### src/rtl/aes_byte_packer.sv
// aes_byte_packer: gathers a valid/ready byte stream into 128-bit blocks,
// pads the final block (PKCS#7 or zeros) and feeds them one at a time to
// the aes core, stalling the byte stream while a block is outstanding.
module aes_byte_packer #(
    parameter bit PAD_EN = 1'b1,
    parameter int CNT_W  = 16
) (
    input  logic             clk,
    input  logic             reset,
    input  logic             byte_valid_in,
    output logic             byte_ready_out,
    input  logic [7:0]       byte_in,
    input  logic             byte_last_in,
    input  logic [127:0]     key_in,
    output logic             aes_data_valid_out,
    output logic [127:0]     aes_data_out,
    output logic [127:0]     aes_key_out,
    input  logic             aes_res_valid_in,
    output logic             msg_done_out,
    output logic [CNT_W-1:0] blocks_issued_out
);

    typedef enum logic [1:0] {
        S_FILL  = 2'd0,
        S_PAD   = 2'd1,
        S_ISSUE = 2'd2,
        S_WAIT  = 2'd3
    } state_e;

    state_e            state_q,      state_d;
    logic [3:0]        cnt_q,        cnt_d;
    logic [15:0][7:0]  buf_q,        buf_d;   // buf_q[15] is byte index 0 (MSB)
    logic              extra_pad_q,  extra_pad_d;
    logic              last_blk_q,   last_blk_d;
    logic              data_valid_q, data_valid_d;
    logic [127:0]      data_q,       data_d;
    logic [127:0]      key_q,        key_d;
    logic              done_q,       done_d;
    logic [CNT_W-1:0]  issued_q,     issued_d;

    logic              accept;
    logic [7:0]        pad_byte;

    assign byte_ready_out = (state_q == S_FILL) && !reset;
    assign accept         = byte_ready_out && byte_valid_in;

    // With cnt_q = n valid bytes, PKCS#7 fills with 16-n; n = 0 gives 0x10.
    assign pad_byte = PAD_EN ? (8'd16 - {4'd0, cnt_q}) : 8'd0;

    // Next-state, buffer update and output-register inputs.
    always_comb begin
        // NOTE: every _d gets a default before the case so no path leaves it
        // unassigned; otherwise synthesis would infer a latch.
        state_d      = state_q;
        cnt_d        = cnt_q;
        buf_d        = buf_q;
        extra_pad_d  = extra_pad_q;
        last_blk_d   = last_blk_q;
        data_valid_d = 1'b0;
        data_d       = data_q;
        key_d        = key_q;
        done_d       = 1'b0;
        issued_d     = issued_q;

        case (state_q)
            S_FILL: begin
                if (accept) begin
                    buf_d[4'd15 - cnt_q] = byte_in;
                    cnt_d                = cnt_q + 4'd1;
                    if (cnt_q == 4'd15) begin
                        state_d     = S_ISSUE;
                        extra_pad_d = byte_last_in && PAD_EN;
                        last_blk_d  = byte_last_in && !PAD_EN;
                    end else if (byte_last_in) begin
                        state_d    = S_PAD;
                        last_blk_d = 1'b1;
                    end
                end
            end
            S_PAD: begin
                for (int i = 0; i < 16; i++) begin
                    if (i >= int'(cnt_q)) begin
                        buf_d[15-i] = pad_byte;
                    end
                end
                state_d = S_ISSUE;
            end
            S_ISSUE: begin
                data_d       = buf_q;
                key_d        = key_in;
                data_valid_d = 1'b1;
                issued_d     = issued_q + 1'b1;
                state_d      = S_WAIT;
            end
            S_WAIT: begin
                if (aes_res_valid_in) begin
                    cnt_d = 4'd0;
                    if (extra_pad_q) begin
                        // Full PKCS#7 padding block: 16 bytes of 0x10.
                        state_d     = S_PAD;
                        extra_pad_d = 1'b0;
                        last_blk_d  = 1'b1;
                    end else begin
                        state_d    = S_FILL;
                        done_d     = last_blk_q;
                        last_blk_d = 1'b0;
                    end
                end
            end
            default: state_d = S_FILL;
        endcase
    end

    // Control and output registers with synchronous reset.
    always_ff @(posedge clk) begin
        // NOTE: sequential state uses non-blocking assignments so every flop
        // samples its _d value from before the edge.
        if (reset) begin
            state_q      <= S_FILL;
            cnt_q        <= 4'd0;
            extra_pad_q  <= 1'b0;
            last_blk_q   <= 1'b0;
            data_valid_q <= 1'b0;
            data_q       <= '0;
            key_q        <= '0;
            done_q       <= 1'b0;
            issued_q     <= '0;
        end else begin
            state_q      <= state_d;
            cnt_q        <= cnt_d;
            extra_pad_q  <= extra_pad_d;
            last_blk_q   <= last_blk_d;
            data_valid_q <= data_valid_d;
            data_q       <= data_d;
            key_q        <= key_d;
            done_q       <= done_d;
            issued_q     <= issued_d;
        end
    end

    // Block assembly buffer.
    always_ff @(posedge clk) begin
        // NOTE: no reset here; every byte of a block is written or padded
        // before it is issued, so stale contents are never visible.
        buf_q <= buf_d;
    end

    assign aes_data_valid_out = data_valid_q;
    assign aes_data_out       = data_q;
    assign aes_key_out        = key_q;
    assign msg_done_out       = done_q;
    assign blocks_issued_out  = issued_q;

endmodule

### config.mk
export PLATFORM = sky130hd
export DESIGN_NAME = aes_byte_packer
export DESIGN_NICKNAME = d
export VERILOG_FILES = /design/src/rtl/aes_byte_packer.sv
export SDC_FILE = /design/constraint.sdc
export NUM_CORES = 1
export LEC_CHECK = 0
export CORE_UTILIZATION = 49
export DETAILED_ROUTE_END_ITERATION = 8
export PLACE_DENSITY = 0.8
export SETUP_SLACK_MARGIN = 0.4
export SYNTH_ARGS = -nofsm -noshare
export SYNTH_HDL_FRONTEND = slang
export SYNTH_SLANG_ARGS = --single-unit
### constraint.sdc
create_clock -name clk -period 2.26 [get_ports clk]
set_input_delay 0.339 -clock clk [delete_from_list [all_inputs] [get_ports clk]]
set_output_delay 0.339 -clock clk [all_outputs]
set_load 0.05 [all_outputs]
; ---- Yosys cells after proc, flatten, opt, wreduce, memory -nomap -nowiden
; Cells that the tools add are included.
[word_totals]
input_bits = 141
elab_cells = 139
regBits = 410
[classes]
n_reduce_logical = 28
n_addsub = 4
mux = 40
n_lt_le_gt_ge = 17
bitwise = 2
eq_ne = 23
[ops]
columns = operator, n
row1 = $pmux W128 S2, 1
row2 = $bwmux W128, 1
row3 = $mux W128, 1
row4 = $mux W8, 16
row5 = $reduce_and A3 Y1, 17
row6 = $ne A2 B2 Y1 const B, 17
row7 = $demux W8 S4, 1
row8 = $ge A4 B4 Y1 const A, 7
row9 = $add A16 B1 Y16 const B, 1
row10 = $ge A3 B4 Y1 const A, 4
row11 = $mux W1, 10
row12 = $ge A1 B4 Y1 const A, 2
row13 = $ge A2 B4 Y1 const A, 2
row14 = $mux W2, 4
row15 = $mux W4, 2
row16 = $pmux W2 S4, 1
row17 = $pmux W4 S2, 1
row18 = $reduce_and A4 Y1, 2
row19 = $sub A5 B4 Y6 const A, 1
row20 = $lt A4 B5 Y1 const B, 1
row21 = $add A4 B1 Y4 const B, 1
row22 = $eq A2 B2 Y1 const B, 2
row23 = $eq A4 B4 Y1 const B, 1
row24 = $ge A4 B1 Y1 const B, 1
row25 = other kinds (12), 17

; ---- Logic depth before layout (Yosys ltp)
[logic_depth]
depth_word = 8
mapped_depth = 9
ltp_nobuf = 6

; ---- Least setup slack after synthesis
; No wires, ideal clock.
[synth_path]
kind = register -> register
start = reg state_q[0]
end = reg buf_q[48] (netlist name), enable pin
setup_time_ps = 343
path_stages_with_launch = 9
required_ps = 1917
setup_slack_ps = 281
arrival_time_ps = 1636
cell_sequence = dfxtp_1 > inv_1 > ha_1 > buf_4 > and3b_1 > a21oi_2 > buf_6 > a31oi_2 > nor2b_1
[synth_via]
elab_chain_len = 5
[synth_lines]
columns = item, line_no
row1 = from (decl), 30  ; state_e state_q, state_d;
row2 = from (signal assigned), 129  ; state_q <= state_d;
row3 = $logic_not A2 Y1, "44, 65"
row4 = $logic_and A1 B1 Y1, 44  ; assign byte_ready_out = (state_q == S_FILL) && !reset;
row5 = $logic_and A1 B1 Y1, 45  ; assign accept = byte_ready_out && byte_valid_in;
row6 = $ne A2 B2 Y1 (no source line), n/a
row7 = $reduce_and A3 Y1 (no source line) *, n/a
row8 = to (signal assigned), 145  ; buf_q <= buf_d;
row9 = to (decl), 32  ; logic [15:0][7:0] buf_q, buf_d;
; Every way passes the cells marked *; elsewhere a longest branch is shown, timed or not.
; A chain may end at the register's enable or synchronous reset.

; ---- Worst setup path after layout
[layout_path]
start = reg state_q[1]
end = out byte_ready_out
[layout_via]
elab_chain_len = 2
[layout_lines]
columns = item, line_no
row1 = $logic_not A2 Y1, 44
row2 = $logic_and A1 B1 Y1, 44
row3 = to (decl), 11  ; output logic byte_ready_out,
; No other way between the ends.

==> metrics.txt <==
# TYPE chip_impl_metric gauge
chip_impl_metric{name="fp-row-count",unit=""} 65
chip_impl_metric{name="synthesis.instances",unit=""} 1482
chip_impl_metric{name="hold_violations",unit=""} 0
chip_impl_metric{name="total_via_count_after_detailed_routing",unit=""} 12900
chip_impl_metric{name="dp.final_hpwl",unit="microns"} 32100
chip_impl_metric{name="net_load_switching_power",unit="W"} 0.0108
chip_impl_metric{name="setup-violations-final",unit=""} 0
chip_impl_metric{name="timing.slew.headroom",unit="%"} 26.4
chip_impl_metric{name="synth.lib_cells_used.distinct",unit=""} 52
chip_impl_metric{name="power_leakage",unit="nW"} 9.31
chip_impl_metric{name="cell_int_power",unit="W"} 0.0173
chip_impl_metric{name="nets",unit=""} 2064
chip_impl_metric{name="timing.critical_path.arrival",unit="ns"} 1.58
chip_impl_metric{name="grt_max_degree",unit=""} 209
chip_impl_metric{name="vias_per_cell",unit=""} 5.39
chip_impl_metric{name="min_period_over_period",unit="%"} 84.8
chip_impl_metric{name="coreArea",unit="sq mm"} 0.0319
chip_impl_metric{name="detailedRoute.firstPassIterationCount",unit=""} 6
chip_impl_metric{name="detail_route.wirelength",unit="microns"} 47600
chip_impl_metric{name="grt_use_met2",unit="%"} 47.1
chip_impl_info{name="worst_hold_path_type",value="in2reg"} 1
chip_impl_metric{name="sinks_on_the_clock_net",unit=""} 410
chip_impl_info{name="startpoint_type",value="flop"} 1
chip_impl_metric{name="portBuffers",unit=""} 415
chip_impl_metric{name="antenna_left",unit=""} 0
chip_impl_metric{name="post_layout_cell_count",unit=""} 2386
chip_impl_metric{name="post_drt_wl_per_cell",unit="microns"} 19.9
chip_impl_info{name="rsz_0062_raised_after_global_routing",value="yes"} 1
chip_impl_metric{name="path_clk_slew",unit="ns"} 0.06
chip_impl_metric{name="final_skew",unit="ns"} 0.0186
chip_impl_metric{name="synth.ff_latch_count",unit=""} 410
chip_impl_info{name="mostFrequentLayoutCell",value="sky130_fd_sc_hd__nor2_1"} 1
chip_impl_metric{name="layout-area-overhead-vs-synth",unit="%"} 39.0
chip_impl_metric{name="detail_route.iter0.violations",unit=""} 1044
chip_impl_info{name="final_cell_mix",value="sky130_fd_sc_hd__nor2_1 (288), sky130_fd_sc_hd__dfxtp_1 (278), sky130_fd_sc_hd__mux2i_1 (259)"} 1
chip_impl_metric{name="maxCapViolCount",unit=""} 0
chip_impl_metric{name="synthesis.yosys.warnings",unit=""} 0
chip_impl_metric{name="grt_pass1_vias",unit=""} 12400
chip_impl_info{name="status",value="finished, final reports clean"} 1
chip_impl_metric{name="die-height",unit="microns"} 183
chip_impl_metric{name="layout-drive-gt1-share",unit="%"} 10.6
chip_impl_metric{name="grt_util_met3",unit="%"} 6.37
chip_impl_metric{name="die_area",unit="sq mm"} 0.0334
chip_impl_metric{name="gp_congestion",unit=""} 0.846
chip_impl_metric{name="cts.htree.levels",unit=""} 2
chip_impl_metric{name="p_sw_share",unit="%"} 38.4
chip_impl_metric{name="grt_antenna_before_repair",unit=""} 6
chip_impl_metric{name="share_of_power_burned_in_registers",unit="%"} 35.9
chip_impl_metric{name="pwr-share-comb",unit="%"} 39.9
chip_impl_metric{name="timing.critical_path.fanout_max",unit=""} 3
chip_impl_metric{name="power_density",unit="mW/mm^2"} 1260
chip_impl_metric{name="numPlacedInstances",unit=""} 2290
chip_impl_info{name="clock-root-buffer",value="sky130_fd_sc_hd__clkbuf_16"} 1
chip_impl_metric{name="global_route_wire_length_before_repair",unit="microns"} 70200
chip_impl_metric{name="clockPowerShare",unit="%"} 24.2
chip_impl_metric{name="clock_path_buffers",unit=""} 3
chip_impl_metric{name="syn_area",unit="sq mm"} 0.0160
chip_impl_metric{name="synth.yosys.seq_area_share",unit="%"} 59.2
chip_impl_metric{name="ctsHoldBuffers",unit=""} 0
chip_impl_metric{name="vdd_ir_drop_max",unit="V"} 0.000680
chip_impl_metric{name="worstMarginPinSlew",unit="ns"} 1.10
chip_impl_metric{name="share_of_synthesized_flip_flops_with_an_asynchronous_set_or_reset",unit="%"} 0
chip_impl_metric{name="fraction_of_the_core_area_covered_by_cells_at_the_end_of_the_flow",unit="%"} 69.9
chip_impl_metric{name="grtUsageMet1",unit="%"} 31.6
chip_impl_info{name="tritoncts",value="yes"} 1
chip_impl_metric{name="floorplan.die.width",unit="microns"} 183
chip_impl_info{name="postSynth.topFlopCell",value="sky130_fd_sc_hd__dfxtp_1"} 1
chip_impl_info{name="path_class",value="reg2out"} 1
chip_impl_metric{name="timing.final.max_slew_violations",unit=""} 0
chip_impl_metric{name="report.power.total",unit="W"} 0.0281
chip_impl_info{name="cp-end-kind",value="output pin"} 1
chip_impl_metric{name="total_grt_usage",unit="%"} 27.0
chip_impl_metric{name="crit_required",unit="ns"} 1.92
chip_impl_metric{name="syn_avg_cell_area",unit="sq um"} 10.8
chip_impl_metric{name="synthesis.nets",unit=""} 1633
chip_impl_metric{name="initial_util",unit="%"} 50.3
chip_impl_metric{name="synth-edff-count",unit=""} 128
chip_impl_metric{name="cts_buffers",unit=""} 42
chip_impl_metric{name="global_route.overflow_total",unit=""} 0
chip_impl_metric{name="ios",unit=""} 416
chip_impl_info{name="gr-max-usage-layer",value="met2"} 1
chip_impl_metric{name="remaining_drc_errors",unit=""} 0
chip_impl_metric{name="fmaxAchievable",unit="MHz"} 522
chip_impl_metric{name="clk_latency",unit="ns"} 0.54
chip_impl_metric{name="layout_min_cycle_time",unit="ns"} 1.92
## layout make-up
type / instances / area, sq um
clock inverter: 19 / 161
sequential: 410 / 9490
fill: 2434 / 9610
tap: 435 / 544
antenna: 6 / 15.0
inverter: 12 / 53.8
multi-input combinational: 948 / 6090
clock buffer: 57 / 1180
timing repair buffer: 499 / 4740
## synth_stat cells, types with 2 or more instances
library cell | n | area share, %
sky130_fd_sc_hd__nand2b_1 | 7 | 0.27
sky130_fd_sc_hd__clkbuf_1 | 41 | 0.96
sky130_fd_sc_hd__or2_2 | 2 | 0.078
sky130_fd_sc_hd__nand3_1 | 51 | 1.6
sky130_fd_sc_hd__a21oi_1 | 84 | 2.6
sky130_fd_sc_hd__or3_1 | 4 | 0.16
sky130_fd_sc_hd__nand2_1 | 86 | 2.0
sky130_fd_sc_hd__buf_4 | 31 | 1.5
sky130_fd_sc_hd__nor2_1 | 292 | 6.8
sky130_fd_sc_hd__and3_1 | 2 | 0.078
sky130_fd_sc_hd__o21a_1 | 4 | 0.19
sky130_fd_sc_hd__mux2i_1 | 259 | 16
sky130_fd_sc_hd__a211oi_1 | 3 | 0.14
sky130_fd_sc_hd__nor3_1 | 9 | 0.28
sky130_fd_sc_hd__a31oi_1 | 7 | 0.27
sky130_fd_sc_hd__buf_2 | 36 | 1.1
sky130_fd_sc_hd__xor2_1 | 5 | 0.27
sky130_fd_sc_hd__nand4_1 | 3 | 0.12
sky130_fd_sc_hd__edfxtp_1 | 128 | 24
sky130_fd_sc_hd__dfxtp_1 | 282 | 35
sky130_fd_sc_hd__nand4_4 | 2 | 0.27
sky130_fd_sc_hd__o21ai_0 | 74 | 2.3
sky130_fd_sc_hd__nor4_2 | 3 | 0.23
sky130_fd_sc_hd__xnor2_1 | 9 | 0.49
sky130_fd_sc_hd__o211ai_1 | 2 | 0.094
sky130_fd_sc_hd__ha_1 | 10 | 0.78
sky130_fd_sc_hd__buf_1 | 3 | 0.070
sky130_fd_sc_hd__nor2b_1 | 8 | 0.31
sky130_fd_sc_hd__inv_1 | 12 | 0.28
## final timing paths
path / startpoint / slack, ns / to / depth (start not counted)
max: state_q[1]$_SDFFE_PP0P_ / 0.34 / byte_ready_out / 7
min: reset / 0.21 / cnt_q[0]$_SDFFE_PP0P_ / 3
max reg2reg: state_q[0]$_SDFFE_PP0P_ / 0.42 / buf_q[98]$_DFFE_PP_ / 7
min reg2reg: buf_q[114]$_DFFE_PP_ / 0.48 / aes_data_out[114]$_SDFFE_PP0P_ / 2
## repair_timing
| action | in CTS | in global routing |
|---|---|---|
| pin swaps | 3 | 3 |
| gates resized for setup | 328 | 27 |
| cloned | 2 | 3 |
| buffers inserted | 5 | 4 |
| endpoints found under the setup margin | 488 | 225 |
## logic make-up after synthesis
| family | after synthesis | share of synthesized area, % |
|---|---|---|
| flip-flops | 410 | 59.2 |
| XOR/XNOR | 14 | 0.765 |
| buffers and inverters | 124 | 3.96 |
| multiplexers | 260 | 16.3 |
| adder cells (fa/ha/maj) | 10 | 0.781 |
| AO/OA/AOI/OAI | 183 | 6.15 |
| AND/OR/NAND/NOR | 481 | 12.9 |
## stage by stage
step / hold slack, ns / instance area [sq um] / setup slack (ns) / TNS [ns]
3_5_place_dp: 0.478 / 20800 / -0.304 / -18.49
3_3_place_gp: 0.467 / 20800 / -0.279 / -14.58
6_report: 0.205 / 22300 / 0.343 / 0
2_1_floorplan: 0.436 / 16000 / 0.347 / 0
4_1_cts: 0.189 / 22100 / 0.284 / 0
5_1_grt: 0.215 / 22300 / 0.286 / 0
## power by group through the flow
stage	Sequential (W)	Combinational, W	Clock, W
6_report	0.0101	0.0112	0.00680
5_1_grt	0.0102	0.0118	0.00719
4_1_cts	0.0100	0.0108	0.00688
3_5_place_dp	0.0102	0.0108	0
3_3_place_gp	0.0102	0.0106	0
2_1_floorplan	0.0128	0.00462	0
## critical path, cell delays in order, from the launching register on
cell and delay (ns):
sky130_fd_sc_hd__dfxtp_2 0.33, sky130_fd_sc_hd__inv_4 0.08, sky130_fd_sc_hd__ha_4 0.13, sky130_fd_sc_hd__buf_6 0.09
sky130_fd_sc_hd__inv_4 0.03, sky130_fd_sc_hd__buf_6 0.11, sky130_fd_sc_hd__nor2_4 0.11, sky130_fd_sc_hd__buf_8 0.16
## sequential cells by signal, indices dropped and copies added, names as in the netlist
| signal | flops |
|---|---|
| msg_done_out | 1 |
| buf_q | 128 |
| state_q | 2 |
| aes_data_out | 128 |
| extra_pad_q | 1 |
| cnt_q | 4 |
| last_blk_q | 1 |
| blocks_issued_out | 16 |
| aes_data_valid_out | 1 |
| aes_key_out | 128 |
## layer usage
layer | up-vias | share of wire [%]
li1 | 5968 | -
met1 | 6084 | 38
met2 | 674 | 50
met3 | 127 | 8.8
met4 | 0 | 3.7
met5 | - | 0
Power figures use the tool's default switching activity.
